===== src/rtl/up_counter_ctrl.sv =====
// Synchronous loadable up-counter with an IDLE/RUN/HALT terminal-count controller.
// Counts to a live-compared limit, then wraps to 0 or halts, and pulses done after each terminal event.
module up_counter_ctrl #(
  parameter int WIDTH = 4
) (
  input  logic             clk,
  input  logic             rst,
  input  logic             start,
  input  logic             en,
  input  logic             load,
  input  logic [WIDTH-1:0] din,
  input  logic [WIDTH-1:0] limit,
  input  logic             wrap,
  output logic [WIDTH-1:0] q,
  output logic             busy,
  output logic             tc,
  output logic             done,
  output logic [1:0]       dbg_state
);

  typedef enum logic [1:0] {
    IDLE = 2'd0,
    RUN  = 2'd1,
    HALT = 2'd2
  } state_e;

  state_e           state_q, state_d;
  logic [WIDTH-1:0] q_q, q_d;
  logic             busy_q, busy_d;
  logic             done_q, done_d;
  logic             at_limit;

  assign at_limit = (q_q == limit);

  always_ff @(posedge clk) begin
    if (!rst) begin
      state_q <= IDLE;
      q_q     <= '0;
      busy_q  <= 1'b0;
      done_q  <= 1'b0;
    end else begin
      state_q <= state_d;
      q_q     <= q_d;
      busy_q  <= busy_d;
      done_q  <= done_d;
    end
  end

  // Priority: load > start (IDLE/HALT only) > count. A start seen in RUN
  // is ignored, so counting carries on as if it were absent.
  always_comb begin
    state_d = state_q;
    q_d     = q_q;
    done_d  = 1'b0;
    if (load) begin
      q_d = din;
      if (state_q == HALT) state_d = IDLE;
    end else if (start && (state_q != RUN)) begin
      state_d = RUN;
      if (state_q == HALT) q_d = '0;
    end else if ((state_q == RUN) && en) begin
      if (at_limit) begin
        done_d = 1'b1;
        if (wrap) q_d = '0;
        else      state_d = HALT;
      end else begin
        q_d = q_q + 1'b1;
      end
    end
    busy_d = (state_d == RUN);
  end

  assign q         = q_q;
  assign busy      = busy_q;
  assign done      = done_q;
  assign tc        = (state_q == RUN) && at_limit;
  assign dbg_state = state_q;

endmodule


===== config.mk =====
export PLATFORM = sky130hd
export DESIGN_NAME = up_counter_ctrl
export DESIGN_NICKNAME = d
export VERILOG_FILES = /design/src/rtl/up_counter_ctrl.sv
export SDC_FILE = /design/constraint.sdc
export NUM_CORES = 1
export LEC_CHECK = 0
export BUFFER_PORTS_ARGS = -buffer_cell sky130_fd_sc_hd__buf_2
export CAP_MARGIN = 20
export CORE_AREA = 2 2 39 41
export CTS_CLUSTER_DIAMETER = 30
export DETAILED_ROUTE_END_ITERATION = 6
export DIE_AREA = 0 0 41 43
export GPL_ROUTABILITY_DRIVEN = 0
export HOLD_SLACK_MARGIN = 0.06
export PLACE_DENSITY = 0.61
export SLEW_MARGIN = 30
export SYNTH_ARGS = -nofsm -noshare
export SYNTH_HDL_FRONTEND = slang
export SYNTH_SLANG_ARGS = --single-unit

===== constraint.sdc =====
create_clock -name clk -period 2.2 [get_ports clk]
set_clock_uncertainty 0.2 [all_clocks]
set_input_delay 0.11 -clock clk [delete_from_list [all_inputs] [get_ports clk]]
set_output_delay 0.11 -clock clk [all_outputs]
set_load 0.01 [all_outputs]

==> flow_metrics.env <==
export IMPL_synth_seq_area_share=0.344
export IMPL_cap_violations=0
export IMPL_cts_root_buf="clkbuf_4"
export IMPL_timing_final_crit_share=0.943
export IMPL_grt_max_degree=10
export IMPL_core_um2=1380
export IMPL_syn_inst=55
export IMPL_io_pins=23
export IMPL_first_pass_iters=4
export IMPL_reg2reg_from="q[2]$_SDFFE_PN0P_"
export IMPL_outcome="finished, final reports clean"
export IMPL_die_x_um=41
export IMPL_seqPwrFrac=0.445
export IMPL_num_vias=518
export IMPL_critPathMaxFanout=7
export IMPL_routed_wirelength_um=1150
export IMPL_p_leak_nw=0.329
export IMPL_antenna_found_initial=0
export IMPL_port_buffers=22
export IMPL_dpl_cell_area_um2=592
export IMPL_insertedDiodeCount=0
export IMPL_hold_viol=0
export IMPL_cts_tree="done"
export IMPL_grt_pass1_wl_um=1750
export IMPL_clk_pin_slew_ps=60
export IMPL_max_freq_ghz=0.482
export IMPL_vdd_drop_max_v=0.000280
export IMPL_pre_cts_ws_ps=326
export IMPL_maxSlewHeadroom=0.812
export IMPL_ys_ff_latch=8
export IMPL_worst_slew_pin_slew_ps=282
export IMPL_ys_warn_count=0
export IMPL_critical_path_class="register to register"
export IMPL_overflow=0
export IMPL_postRouteAntennaNets=0
export IMPL_viasPerCell=5.03
export IMPL_hold_slack_ps=72.7
export IMPL_cp_top_family="simple AND/OR/NAND/NOR gates"
export IMPL_fin_crit_ps=2070
export IMPL_syn_to_final_growth_pct=49.7
export IMPL_grt_use_total=0.142
export IMPL_regArea_um2=163
export IMPL_tns_ps=0
export IMPL_die_area_um2=1760
export IMPL_fillers=137
export IMPL_rsz0062_at_grt="no"
export IMPL_switching_share=0.288
export IMPL_r2r_end="done$_SDFF_PP0_"
export IMPL_final_layout_size_suffix_gt1_frac=0.333
export IMPL_crit_arrival_ps=2080
export IMPL_required_ps=2210
export IMPL_synth_cell_type_count=25
export IMPL_r2r_slack_ps=130
export IMPL_die_height_um=43
export IMPL_stdcell_area_um2=697
export IMPL_grt_pass1_vias=442
export IMPL_cts_max_path_buffers=2
export IMPL_clock_sinks=8
export IMPL_clkLatencyLatePin_ps=260
export IMPL_r2r_cells=5
export IMPL_layout_nets=104
export IMPL_cp_start_kind="register"
export IMPL_start_util=0.336
export IMPL_hp_class="input pin to register"
export IMPL_hpwl_um=830
export IMPL_min_path_cells=4
export IMPL_avgSynthCellArea_um2=8.46
export IMPL_setup_viol=0
export IMPL_cpPeakStageDelay_ps=540
export IMPL_path_cells="xnor2_1 -> nand4_2 -> or3_1 -> nor2_1 -> dlygate4sd3_1"
export IMPL_drtIter0Drc=20
export IMPL_cts_buffers=3
export IMPL_avgRoutedWirePerCell_um=11.2
export IMPL_hold_end="dbg_state[0]$_SDFF_PN0_"
export IMPL_multi_input_area_um2=294
export IMPL_p_switching_mw=0.106
export IMPL_post_cts_buffers=0
export IMPL_clockPowerShare=0.324
export IMPL_post_route_drc_count=0
export IMPL_num_rows=14
export IMPL_syn_area_um2=465
export IMPL_critical_path_buf_inv_count=1
export IMPL_synth_net_count=70
export IMPL_hold_start="load"
export IMPL_combPwrFrac=0.231
export IMPL_htree_num_levels=1
export IMPL_endpoint_kind="register"
export IMPL_setup_slack_ps=126
export IMPL_power_internal_mw=0.261
export IMPL_power_density_nw_per_um2=526
export IMPL_crit_slowest_cell="dlygate4sd3_1"
export IMPL_maxSlewViolCount=0
## power groups by stage
stage | clock (mW) | combinational (mW) | sequential, mW
2_1_floorplan | 0 | 0.0423 | 0.168
3_3_place_gp | 0 | 0.0757 | 0.165
3_5_place_dp | 0 | 0.0752 | 0.166
4_1_cts | 0.121 | 0.0852 | 0.162
5_1_grt | 0.125 | 0.0942 | 0.165
6_report | 0.119 | 0.0847 | 0.163
## stage by stage
| stage | utilization | power (mW) | instances |
|---|---|---|---|
| after CTS | 0.502 | 0.368 | 103 |
| after floorplan | - | 0.210 | 55 |
| after global routing | 0.504 | 0.384 | 103 |
| after detailed placement | 0.428 | 0.241 | 92 |
| final | 0.504 | 0.367 | 103 |
| after global placement | 0.428 | 0.241 | 92 |
## per-layer routing
layer | vias up | global-route usage | part of all wire
met5 | - | 0 | 0
li1 | 266 | - | -
met3 | 2 | 0.0157 | 0.021
met1 | 238 | 0.203 | 0.46
met2 | 12 | 0.197 | 0.50
met4 | 0 | 0.0800 | 0.016
## how the worst max path moves through the flow
stage                       from           endpoint  cells past startpoint
2_1_floorplan  q[0]$_SDFFE_PN0P_  q[2]$_SDFFE_PN0P_                      5
3_3_place_gp   q[1]$_SDFFE_PN0P_  q[2]$_SDFFE_PN0P_                      5
3_5_place_dp   q[0]$_SDFFE_PN0P_  q[2]$_SDFFE_PN0P_                      5
5_1_grt        q[2]$_SDFFE_PN0P_    done$_SDFF_PP0_                      5
4_1_cts        q[0]$_SDFFE_PN0P_    done$_SDFF_PP0_                      5
6_report       q[2]$_SDFFE_PN0P_    done$_SDFF_PP0_                      5
## final cells by class
cell class / instances / share of cell area
timing repair buffer: 30 / 0.273
sequential: 8 / 0.233
multi-input combinational: 44 / 0.422
clock buffer: 3 / 0.0323
inverter: 2 / 0.0108
tap: 16 / 0.0287
## cell families after synthesis
logic type / after synthesis / synth area share
buffers and inverters: 3 / 0.0242
xor gates and xnor gates: 4 / 0.0753
adders and majority gates: 1 / 0.0269
and+or+nand+nor: 20 / 0.231
DFF: 8 / 0.344
AOI/OAI and AO/OA: 19 / 0.298
## tightest hold or removal path, delay by kind of cell
kind | cells | cell delay (ps)
compound gates | 1 | 60
simple gates | 1 | 70
buf+inv | 2 | 260
## cell usage after synthesis
library cell | count | area (um^2)
a21o_1 | 1 | 7.51
a21oi_1 | 4 | 20.0
a2bb2oi_1 | 1 | 8.76
a31o_1 | 1 | 8.76
a31oi_1 | 1 | 6.26
a32o_1 | 2 | 20.0
and2_1 | 2 | 12.5
and2b_1 | 1 | 7.51
and3_1 | 1 | 6.26
clkbuf_1 | 1 | 3.75
dfxtp_1 | 8 | 160
ha_1 | 1 | 12.5
inv_1 | 2 | 7.51
nand2_1 | 6 | 22.5
nand2b_1 | 1 | 6.26
nand3_1 | 3 | 15.0
nand3b_1 | 1 | 7.51
nand4_2 | 1 | 12.5
nor2_1 | 3 | 11.3
o211ai_1 | 1 | 7.51
o21ai_0 | 6 | 30.0
o31ai_1 | 1 | 7.51
o32a_4 | 1 | 22.5
or3_1 | 1 | 6.26
xnor2_1 | 4 | 35.0
## cell usage in the layout (no fill, tap or decap), drive strengths merged, types with 2 or more instances in the layout
master	instances
inv	2
and2	2
a32o	2
buf	22
nor2	3
nand2	6
dlygate4sd3	8
a21oi	4
xnor2	4
o21ai	6
dfxtp	8
nand3	3
clkbuf	3
## sequential cells by signal, indices dropped and copies added (netlist names)
name / flops
done: 1
busy: 1
q: 4
dbg_state: 2
## what timing repair did
item                                   4_1_cts  5_1_grt
gates resized for setup                      0        2
endpoints found under the hold margin        8        0
setup endpoints to repair                    0        1
hold buffers                                 8        0
Power figures use the tool's default switching activity.
